--- config.mk ---
export PLATFORM = sky130hd
export DESIGN_NAME = mcc_serial_subtractor_flat
export DESIGN_NICKNAME = d
export VERILOG_FILES = /design/src/rtl/mcc_serial_subtractor_if.sv /design/src/rtl/mcc_serial_subtractor.sv /design/src/flat_wrapper.sv
export SDC_FILE = /design/constraint.sdc
export NUM_CORES = 1
export LEC_CHECK = 0
export ABC_AREA = 0
export ABC_CLOCK_PERIOD_IN_PS = 7400
export BUFFER_PORTS_ARGS = -buffer_cell sky130_fd_sc_hd__buf_2
export CAP_MARGIN = 20
export CORE_MARGIN = 2
export CORE_UTILIZATION = 55
export CTS_BUF_LIST = sky130_fd_sc_hd__clkbuf_16
export CTS_CLUSTER_DIAMETER = 120
export DETAILED_ROUTE_END_ITERATION = 7
export GPL_TIMING_DRIVEN = 0
export MAX_ROUTING_LAYER = met4
export PLACE_DENSITY = 0.91
export SYNTH_ARGS = -nofsm -noshare
export SYNTH_HDL_FRONTEND = slang
export SYNTH_SLANG_ARGS = --single-unit
--- constraint.sdc ---
create_clock -name clk -period 7.4 [get_ports clk]
set_clock_uncertainty 0.05 [all_clocks]
set_input_delay 0.74 -clock clk [delete_from_list [all_inputs] [get_ports clk]]
set_output_delay 0.74 -clock clk [all_outputs]
set_load 0.05 [all_outputs]
--- src/rtl/mcc_serial_subtractor_if.sv ---
// Valid/ready operand and result bus for the serial Manchester-carry subtractor.
// The slave modport is the subtractor side and the master modport is the producer/consumer side.
interface mcc_serial_subtractor_if #(
    parameter int unsigned SIZE = 16
);
    logic            in_valid;
    logic            in_ready;
    logic [SIZE-1:0] a;
    logic [SIZE-1:0] b;
    logic            bin;
    logic            out_valid;
    logic            out_ready;
    logic [SIZE-1:0] diff;
    logic            bout;
    logic            ovf;

    modport slave (
        input  in_valid, a, b, bin, out_ready,
        output in_ready, out_valid, diff, bout, ovf
    );

    modport master (
        output in_valid, a, b, bin, out_ready,
        input  in_ready, out_valid, diff, bout, ovf
    );
endinterface

--- src/rtl/mcc_serial_subtractor.sv ---
// Serial subtractor: diff = a - b - bin, one 4-bit Manchester-carry group per clock,
// with the inter-group carry held in a register between cycles.
module mcc_serial_subtractor #(
    parameter int unsigned SIZE = 16
) (
    input  logic                  clk,
    input  logic                  rst_n,
    mcc_serial_subtractor_if.slave bus
);
    localparam int unsigned NG = SIZE / 4;
    localparam int unsigned IW = (NG > 1) ? $clog2(NG) : 1;
    localparam logic [IW-1:0] LastIdx = IW'(NG - 1);

    typedef enum logic [1:0] {StIdle, StRun, StDone} state_e;

    state_e          r_state;
    logic [IW-1:0]   r_idx;
    logic            r_c;
    logic [SIZE-1:0] r_a;
    logic [SIZE-1:0] r_nb;
    logic [SIZE-1:0] r_diff;
    logic            r_bout;
    logic            r_ovf;
    logic            r_out_valid;

    logic            w_in_ready;
    logic            w_accept;
    logic [IW+1:0]   w_sh;
    logic [SIZE-1:0] w_a_sh;
    logic [SIZE-1:0] w_nb_sh;
    logic [3:0]      w_g;
    logic [3:0]      w_p;
    logic [3:0]      w_cv;
    logic [3:0]      w_gd;
    logic            w_cout;
    logic [SIZE-1:0] w_diff_nxt;

    assign w_in_ready = rst_n && ((r_state == StIdle) || ((r_state == StDone) && bus.out_ready));
    assign w_accept   = bus.in_valid && w_in_ready;

    // One group of the Manchester chain, seeded from the registered inter-group carry.
    always_comb begin
        logic c;
        w_sh    = {r_idx, 2'b00};
        w_a_sh  = r_a >> w_sh;
        w_nb_sh = r_nb >> w_sh;
        w_g     = w_a_sh[3:0] & w_nb_sh[3:0];
        w_p     = w_a_sh[3:0] ^ w_nb_sh[3:0];
        w_cv    = '0;
        c       = r_c;
        for (int i = 0; i < 4; i++) begin
            w_cv[i] = c;
            c       = w_g[i] | (w_p[i] & c);
        end
        w_cout     = c;
        w_gd       = w_p ^ w_cv;
        w_diff_nxt = (r_diff & ~(SIZE'(4'hF) << w_sh)) | (SIZE'(w_gd) << w_sh);
    end

    always_ff @(posedge clk or negedge rst_n) begin
        if (!rst_n) begin
            r_state     <= StIdle;
            r_idx       <= '0;
            r_c         <= 1'b0;
            r_a         <= '0;
            r_nb        <= '0;
            r_diff      <= '0;
            r_bout      <= 1'b0;
            r_ovf       <= 1'b0;
            r_out_valid <= 1'b0;
        end else begin
            if (w_accept) begin
                r_a   <= bus.a;
                r_nb  <= ~bus.b;
                r_c   <= ~bus.bin;
                r_idx <= '0;
            end
            unique case (r_state)
                StIdle: begin
                    if (w_accept) r_state <= StRun;
                end
                StRun: begin
                    r_diff <= w_diff_nxt;
                    r_c    <= w_cout;
                    if (r_idx == LastIdx) begin
                        r_bout      <= ~w_cout;
                        // Sign of b is recovered from the captured complement, not the live input.
                        r_ovf       <= (r_a[SIZE-1] != ~r_nb[SIZE-1]) &&
                                       (w_diff_nxt[SIZE-1] != r_a[SIZE-1]);
                        r_out_valid <= 1'b1;
                        r_idx       <= '0;
                        r_state     <= StDone;
                    end else begin
                        r_idx <= r_idx + 1'b1;
                    end
                end
                StDone: begin
                    if (bus.out_ready) begin
                        r_out_valid <= 1'b0;
                        r_state     <= w_accept ? StRun : StIdle;
                    end
                end
                default: r_state <= StIdle;
            endcase
        end
    end

    assign bus.in_ready  = w_in_ready;
    assign bus.out_valid = r_out_valid;
    assign bus.diff      = r_diff;
    assign bus.bout      = r_bout;
    assign bus.ovf       = r_ovf;
endmodule
--- src/flat_wrapper.sv ---
// flat-port wrapper written by rule: the top's interface ports become plain ports
module mcc_serial_subtractor_flat 
#(
    parameter int unsigned SIZE = 16
)
  (clk, rst_n, bus_in_valid, bus_a, bus_b, bus_bin, bus_out_ready, bus_in_ready, bus_out_valid, bus_diff, bus_bout, bus_ovf);
  mcc_serial_subtractor_if #(.SIZE(SIZE)) bus_i ();
  input  logic clk;
  input  logic rst_n;
  input wire logic [$bits(bus_i.in_valid)-1:0] bus_in_valid;
  input wire logic [$bits(bus_i.a)-1:0] bus_a;
  input wire logic [$bits(bus_i.b)-1:0] bus_b;
  input wire logic [$bits(bus_i.bin)-1:0] bus_bin;
  input wire logic [$bits(bus_i.out_ready)-1:0] bus_out_ready;
  output wire logic [$bits(bus_i.in_ready)-1:0] bus_in_ready;
  output wire logic [$bits(bus_i.out_valid)-1:0] bus_out_valid;
  output wire logic [$bits(bus_i.diff)-1:0] bus_diff;
  output wire logic [$bits(bus_i.bout)-1:0] bus_bout;
  output wire logic [$bits(bus_i.ovf)-1:0] bus_ovf;
  assign bus_i.in_valid = bus_in_valid;
  assign bus_i.a = bus_a;
  assign bus_i.b = bus_b;
  assign bus_i.bin = bus_bin;
  assign bus_i.out_ready = bus_out_ready;
  assign bus_in_ready = bus_i.in_ready;
  assign bus_out_valid = bus_i.out_valid;
  assign bus_diff = bus_i.diff;
  assign bus_bout = bus_i.bout;
  assign bus_ovf = bus_i.ovf;
  mcc_serial_subtractor #(.SIZE(SIZE)) u_core (.clk(clk), .rst_n(rst_n), .bus(bus_i));
endmodule
# After elaboration in Yosys (flattened, before gate mapping)
# Index checks and enable logic that the tools add are counted.
# W data, S select, Z words.
[totals] mem_bits_rw=0 register_bits=56 n_memories=0 output_inout_bits=20 romBits=0 latch_bits=0
[classes] muxes=13 mul=0 n_reduce_logical=11 shift=4 n_eq_ne=8 magnitude_cmp=0 div_mod_pow=0 add_sub_neg=1 bitwise=18
[ops] op="$not A16 Y16" count=2
[ops] op="$shr A16 B4 Y4" count=2
[ops] op="$and A16 B16 Y16" count=1
[ops] op="$or A16 B16 Y16" count=1
[ops] op="$shl A4 B4 Y16" count=1
[ops] op="$shl A4 B4 Y16 const A" count=1
[ops] op="$mux W2" count=6
[ops] op="$xor A4 B4 Y4" count=2
[ops] op="$pmux W2 S3" count=1
[ops] op="$reduce_and A3 Y1" count=2
[ops] op="$mux W1" count=5
[ops] op="$and A1 B1 Y1" count=4
[ops] op="$and A4 B4 Y4" count=1
[ops] op="$eq A2 B2 Y1 const B" count=2
[ops] op="$logic_and A1 B1 Y1" count=4
[ops] op="$ne A2 B1 Y1 const B" count=2
[ops] op="$or A1 B1 Y1" count=4
[ops] op="$reduce_bool A2 Y1" count=2
[ops] op="$not A1 Y1" count=3
[ops] op="$add A2 B1 Y2 const B" count=1
[ops] op="$eq A2 B1 Y1 const B" count=1
[ops] op="$logic_not A2 Y1" count=1
[ops] op="$ne A1 B1 Y1" count=2
[ops] op="$ne A2 B2 Y1 const B" count=1
[ops] op="other kinds (3)" count=3

# Logic depth before layout (Yosys ltp)
[depth] ltp_word=13 ltp_mapped=10 ltp_nobuf=8

# Worst setup path before layout
# Ideal clock, no wire load.
[synth_timing] path_type="register to register" start="register u_core.r_idx[0]" end="register u_core.r_ovf (netlist: u_core.bus.ovf)" path_stages_with_launch=11 arrival_ns=3.126 synth_period_minus_slack_ns=3.265 required_ns=7.262 setup_slack_ns=4.135 setup_ns=0.088 path_cell_list="dfrtp_1 -> buf_4 -> buf_4 -> mux4_2 -> fa_1 -> inv_1 -> fa_1 -> fa_1 -> fa_1 -> or4_1 -> a41oi_1"
[synth_via] elab_chain_cells=13 word_cells_on_any_way=20 cone_classes="2 x eq/ne; 4 x shift; 12 x bitwise; 2 x reduce/logical"
[synth_lines] item="start, declared" line_no="mcc_serial_subtractor.sv:17" rtl="logic [IW-1:0] r_idx;"
[synth_lines] item="start signal, assigned" line_no="mcc_serial_subtractor.sv:94" rtl="r_idx <= r_idx + 1'b1;"
[synth_lines] item="$shr A16 B4 Y4 (on tied branches)" line_no="mcc_serial_subtractor.sv:45, mcc_serial_subtractor.sv:46"
[synth_lines] item="$xor A4 B4 Y4" line_no="mcc_serial_subtractor.sv:48" rtl="w_p = w_a_sh[3:0] ^ w_nb_sh[3:0];"
[synth_lines] item="$and A1 B1 Y1" line_no="mcc_serial_subtractor.sv:53" rtl="c = w_g[i] | (w_p[i] & c);"
[synth_lines] item="$or A1 B1 Y1" line_no="mcc_serial_subtractor.sv:53"
[synth_lines] item="$and A1 B1 Y1" line_no="mcc_serial_subtractor.sv:53"
[synth_lines] item="$or A1 B1 Y1" line_no="mcc_serial_subtractor.sv:53"
[synth_lines] item="$and A1 B1 Y1" line_no="mcc_serial_subtractor.sv:53"
[synth_lines] item="$or A1 B1 Y1" line_no="mcc_serial_subtractor.sv:53"
[synth_lines] item="$xor A4 B4 Y4" line_no="mcc_serial_subtractor.sv:56" rtl="w_gd = w_p ^ w_cv;"
[synth_lines] item="$shl A4 B4 Y16" line_no="mcc_serial_subtractor.sv:57" rtl="w_diff_nxt = (r_diff & ~(SIZE'(4'hF) << w_sh)) | (SIZE'(w_gd) << w_sh);"
[synth_lines] item="$or A16 B16 Y16" line_no="mcc_serial_subtractor.sv:57"
[synth_lines] item="$ne A1 B1 Y1" line_no="mcc_serial_subtractor.sv:89" rtl="(w_diff_nxt[SIZE-1] != r_a[SIZE-1]);"
[synth_lines] item="$logic_and A1 B1 Y1" line_no="mcc_serial_subtractor.sv:88" rtl="r_ovf <= (r_a[SIZE-1] != ~r_nb[SIZE-1]) &&"
[synth_lines] item="end signal, assigned" line_no="mcc_serial_subtractor.sv:88"
[synth_lines] item="end, declared" line_no="mcc_serial_subtractor.sv:23" rtl="logic r_ovf;"
# Parallel ways exist; a longest one is shown, timed or not.
# A chain may end at the register's enable or synchronous reset.

# Worst setup path in the final report
# Ends and elaborated chain as after synthesis.

==> Implementation_results.wiki <==
{| class="wikitable"
! Metric !! Value
|-
| Die height || 72.7 um
|-
| Post-placement setup slack || 3.89 ns
|-
| Signal arrival time at the worst endpoint || 3.70 ns
|-
| Number of buffers created by CTS || 5
|-
| Placed Cells || 308
|-
| Run status || completed
|-
| Post-synthesis compound-gate area fraction || 15.2%
|-
| Post-synthesis xor/xnor area fraction || 0%
|-
| Post-CTS setup buffers || 0
|-
| Final critical-path required period || 3.53 ns
|-
| Max Slew Vio Count || 0
|-
| Routed vias/inst || 5.94
|-
| RSZ-0062 raised after global routing || no
|-
| Synthesized net count || 243
|-
| YS warnings || 0
|-
| Std cell rows || 25
|-
| Cts repair resizes || 0
|-
| Number of hold-slack violations in the final timing report || 0
|-
| Hold slack || 0.382 ns
|-
| Die area || 0.00529 mm2
|-
| Area delta synth->final || 19.3%
|-
| Average wire per standard cell || 17.7 um
|-
| Core area || 0.00463 mm2
|-
| N_diodes || 0
|-
| Largest family of logic cells by synthesized area || multiplexers
|-
| CTS Hold Buffers Added || 0
|-
| Nature of the critical path endpoint || flop
|-
| Antenna violations before repair || 0
|-
| Post-route clock period utilization || 47.7%
|-
| Leakage power || 1.45 nW
|-
| Area leader, netlist || dfrtp_1
|-
| Worst min-delay path class || input port to asynchronous set/reset pin
|-
| DRC errors left || 0
|-
| Via count || 1878
|-
| Overall routing resource usage || 23.7%
|-
| Final WS setup || 3.87 ns
|-
| Post-Layout Cell Count || 316
|-
| IO Port Bufs || 55
|-
| Pwr/cell area || 542 mW/mm2
|-
| Final Cell Area || 0.00310 mm2
|-
| Synth unique cells || 33
|-
| Fraction of layout instances using a drive strength above 1 || 37.8%
|-
| Routability Congestion || 0.857
|-
| NumNets Final || 306
|-
| Post-layout power || 1.68 mW
|-
| Synthesized-area fraction occupied by and/or/nand/nor cells || 4.77%
|-
| Max transition margin || 61.1%
|-
| Post-route setup TNS || 0 ns
|-
| Number of top-level design ports || 57
|-
| Die span in x || 72.7 um
|-
| Worst setup SP type || flop
|-
| Total detailed-routing wirelength || 5580 um
|-
| Synthesized area per cell || 13.1 um2
|-
| First-iteration detailed-routing DRC count || 126
|-
| Worst Setup Path Type || flop to flop
|-
| Maxcap violations || 0
|-
| Post-detailed-route count of antenna-violating nets || 0
|-
| Post-placement cell area || 0.00296 mm2
|-
| Via count of the first global-routing pass || 1915
|-
| H-tree depth || 2
|-
| Synth area leaders || dfrtp_1, mux4_2, mux2_4
|-
| Netlist area before placement || 0.00260 mm2
|-
| Bufs on Longest Clock Path || 2
|-
| Core Util, Final || 67.0%
|-
| Length of the first detailed-routing pass in iterations || 4
|-
| Adder-cell share of the synthesized area || 5.01%
|-
| Sequential element share of the synthesized area || 53.9%
|-
| Placed wire-length estimate || 4070 um
|-
| Root Buffer || clkbuf_16
|-
| Initial cell density of the core || 56.1%
|-
| Mux cell area share after synthesis || 15.9%
|-
| Post-Synthesis Cells || 198
|-
| Later-pin clock latency in the skew report || 0.30 ns
|-
| Global-route wire length before repair || 9000 um
|-
| Sink Count || 56
|-
| Largest net degree at the start of global routing || 34
|-
| Area share of the leading cell type in the synthesized netlist || 53.9%
|-
| Data required time at the worst endpoint || 7.57 ns
|-
| Max VDD drop || 0.225 mV
|-
| Least-Margin Pin Slew || 0.583 ns
|-
| # setup viols final || 0
|-
| Clk pin slew, worst setup/hold paths || 0.07 ns
|-
| Residual overflow from global routing || 0
|-
| Highest net fanout along the worst path || 10
|-
| Flops & latches, synth || 56
|-
| TritonCTS clock tree || built
|-
| Achievable clock frequency || 283 MHz
|}
-- cells in the mapped netlist --
| cell | count |
|---|---|
| mux2_2 | 6 |
| buf_2 | 4 |
| buf_4 | 2 |
| a21oi_1 | 19 |
| dfrtp_1 | 56 |
| ha_1 | 4 |
| or4_1 | 1 |
| nand4b_1 | 1 |
| o221ai_1 | 1 |
| nor3_1 | 1 |
| o2bb2ai_1 | 1 |
| inv_1 | 10 |
| buf_1 | 1 |
| o21ai_0 | 2 |
| o31ai_1 | 1 |
| buf_6 | 4 |
| a31oi_1 | 16 |
| a41oi_1 | 1 |
| fa_1 | 4 |
| nand2_1 | 9 |
| a31o_2 | 1 |
| o211ai_1 | 1 |
| a22o_1 | 9 |
| clkbuf_1 | 4 |
| nor2b_1 | 2 |
| mux2_4 | 11 |
| and3_1 | 1 |
| mux4_2 | 8 |
| a32o_1 | 6 |
| nor2_1 | 7 |
| and2_1 | 1 |
| nand2b_1 | 2 |
| nand3_1 | 1 |
-- flip-flops by register name (all words and copies together) (netlist names) --
| register | count |
|---|---|
| u_core.bus.ovf | 1 |
| u_core.r_state | 2 |
| u_core.r_nb | 16 |
| u_core.r_a | 16 |
| u_core.r_c | 1 |
| u_core.r_idx | 2 |
| u_core.bus.out_valid | 1 |
| u_core.bus.diff | 16 |
| u_core.bus.bout | 1 |
-- layer usage --
layer  GRT usage, %  vias to the layer above  wire [um]
li1               -                      858          -
met1           29.5                      947       2410
met2           38.5                       66       2790
met3           5.11                        7        271
met4           8.23                        0        110
met5              -                        -          0
-- power by group --
part	internal [mW]	switching (mW)	total [mW]	leakage, nW
sequential	0.458	0.0947	0.553	0.663
combinational	0.363	0.535	0.898	0.720
clock	0.123	0.105	0.229	0.0710
-- worst max-delay path: stages, from the launching register on --
cell	delay (ns)
dfrtp_1	0.39
buf_4	0.23
buf_4	0.22
mux4_2	0.54
fa_1	0.39
inv_1	0.07
fa_1	0.19
fa_1	0.21
fa_1	0.45
or4_1	0.49
a41oi_1	0.21
-- layout make-up --
| cell class | count | area (um2) |
|---|---|---|
| clock inverter | 3 | 13.8 |
| fill | 363 | 1530 |
| inverter | 10 | 37.5 |
| buffer | 15 | 98.8 |
| tap | 54 | 67.6 |
| timing repair buffer | 56 | 295 |
| clock buffer | 5 | 125 |
| multi-input combinational | 117 | 1060 |
| sequential | 56 | 1400 |
-- kinds of logic after synthesis --
group,count (synthesis)
fa+ha+maj,8
flops,56
buf+inv,25
mux,25
compound gates,58
simple gates,26
-- placed cells by master, fill, tap and decap left out --
cell type	instances
o21ai_0	2
mux4_2	8
buf_2	59
nand2_1	9
clkbuf_1	4
nor3_1	1
nand3_1	1
clkinv_1	1
mux2_4	11
nand4b_1	1
mux2_2	6
dfrtp_1	56
a32o_1	6
nor2_1	7
fa_1	4
o211ai_1	1
a41oi_1	1
buf_12	1
buf_4	2
a21oi_1	19
buf_6	4
a31o_2	1
and3_1	1
a22o_1	9
nand2b_1	2
clkbuf_16	5
ha_1	4
a31oi_1	16
clkinv_2	2
o221ai_1	1
o2bb2ai_1	1
or4_1	1
o31ai_1	1
and2_1	1
buf_1	1
inv_1	10
nor2b_1	2
-- path summary, 6_finish.rpt --
| path | endpoint | cells after the start | slack [ns] | startpoint |
|---|---|---|---|---|
| worst max-delay path | u_core.bus.ovf | 10 | 3.87 | u_core.r_idx[0] |
| worst max register to register | u_core.bus.ovf | 10 | 3.87 | u_core.r_idx[0] |
| worst min-delay path | u_core.bus.diff[9] | 1 | 0.38 | rst_n |
| min in group clk | u_core.bus.diff[15] | 1 | 0.44 | u_core.bus.diff[15] |
| worst min register to register | u_core.bus.diff[15] | 1 | 0.44 | u_core.bus.diff[15] |
| max in group asynchronous | u_core.r_nb[6] | 2 | 6.34 | rst_n |
Note: power is estimated with default switching activity, not from simulation.
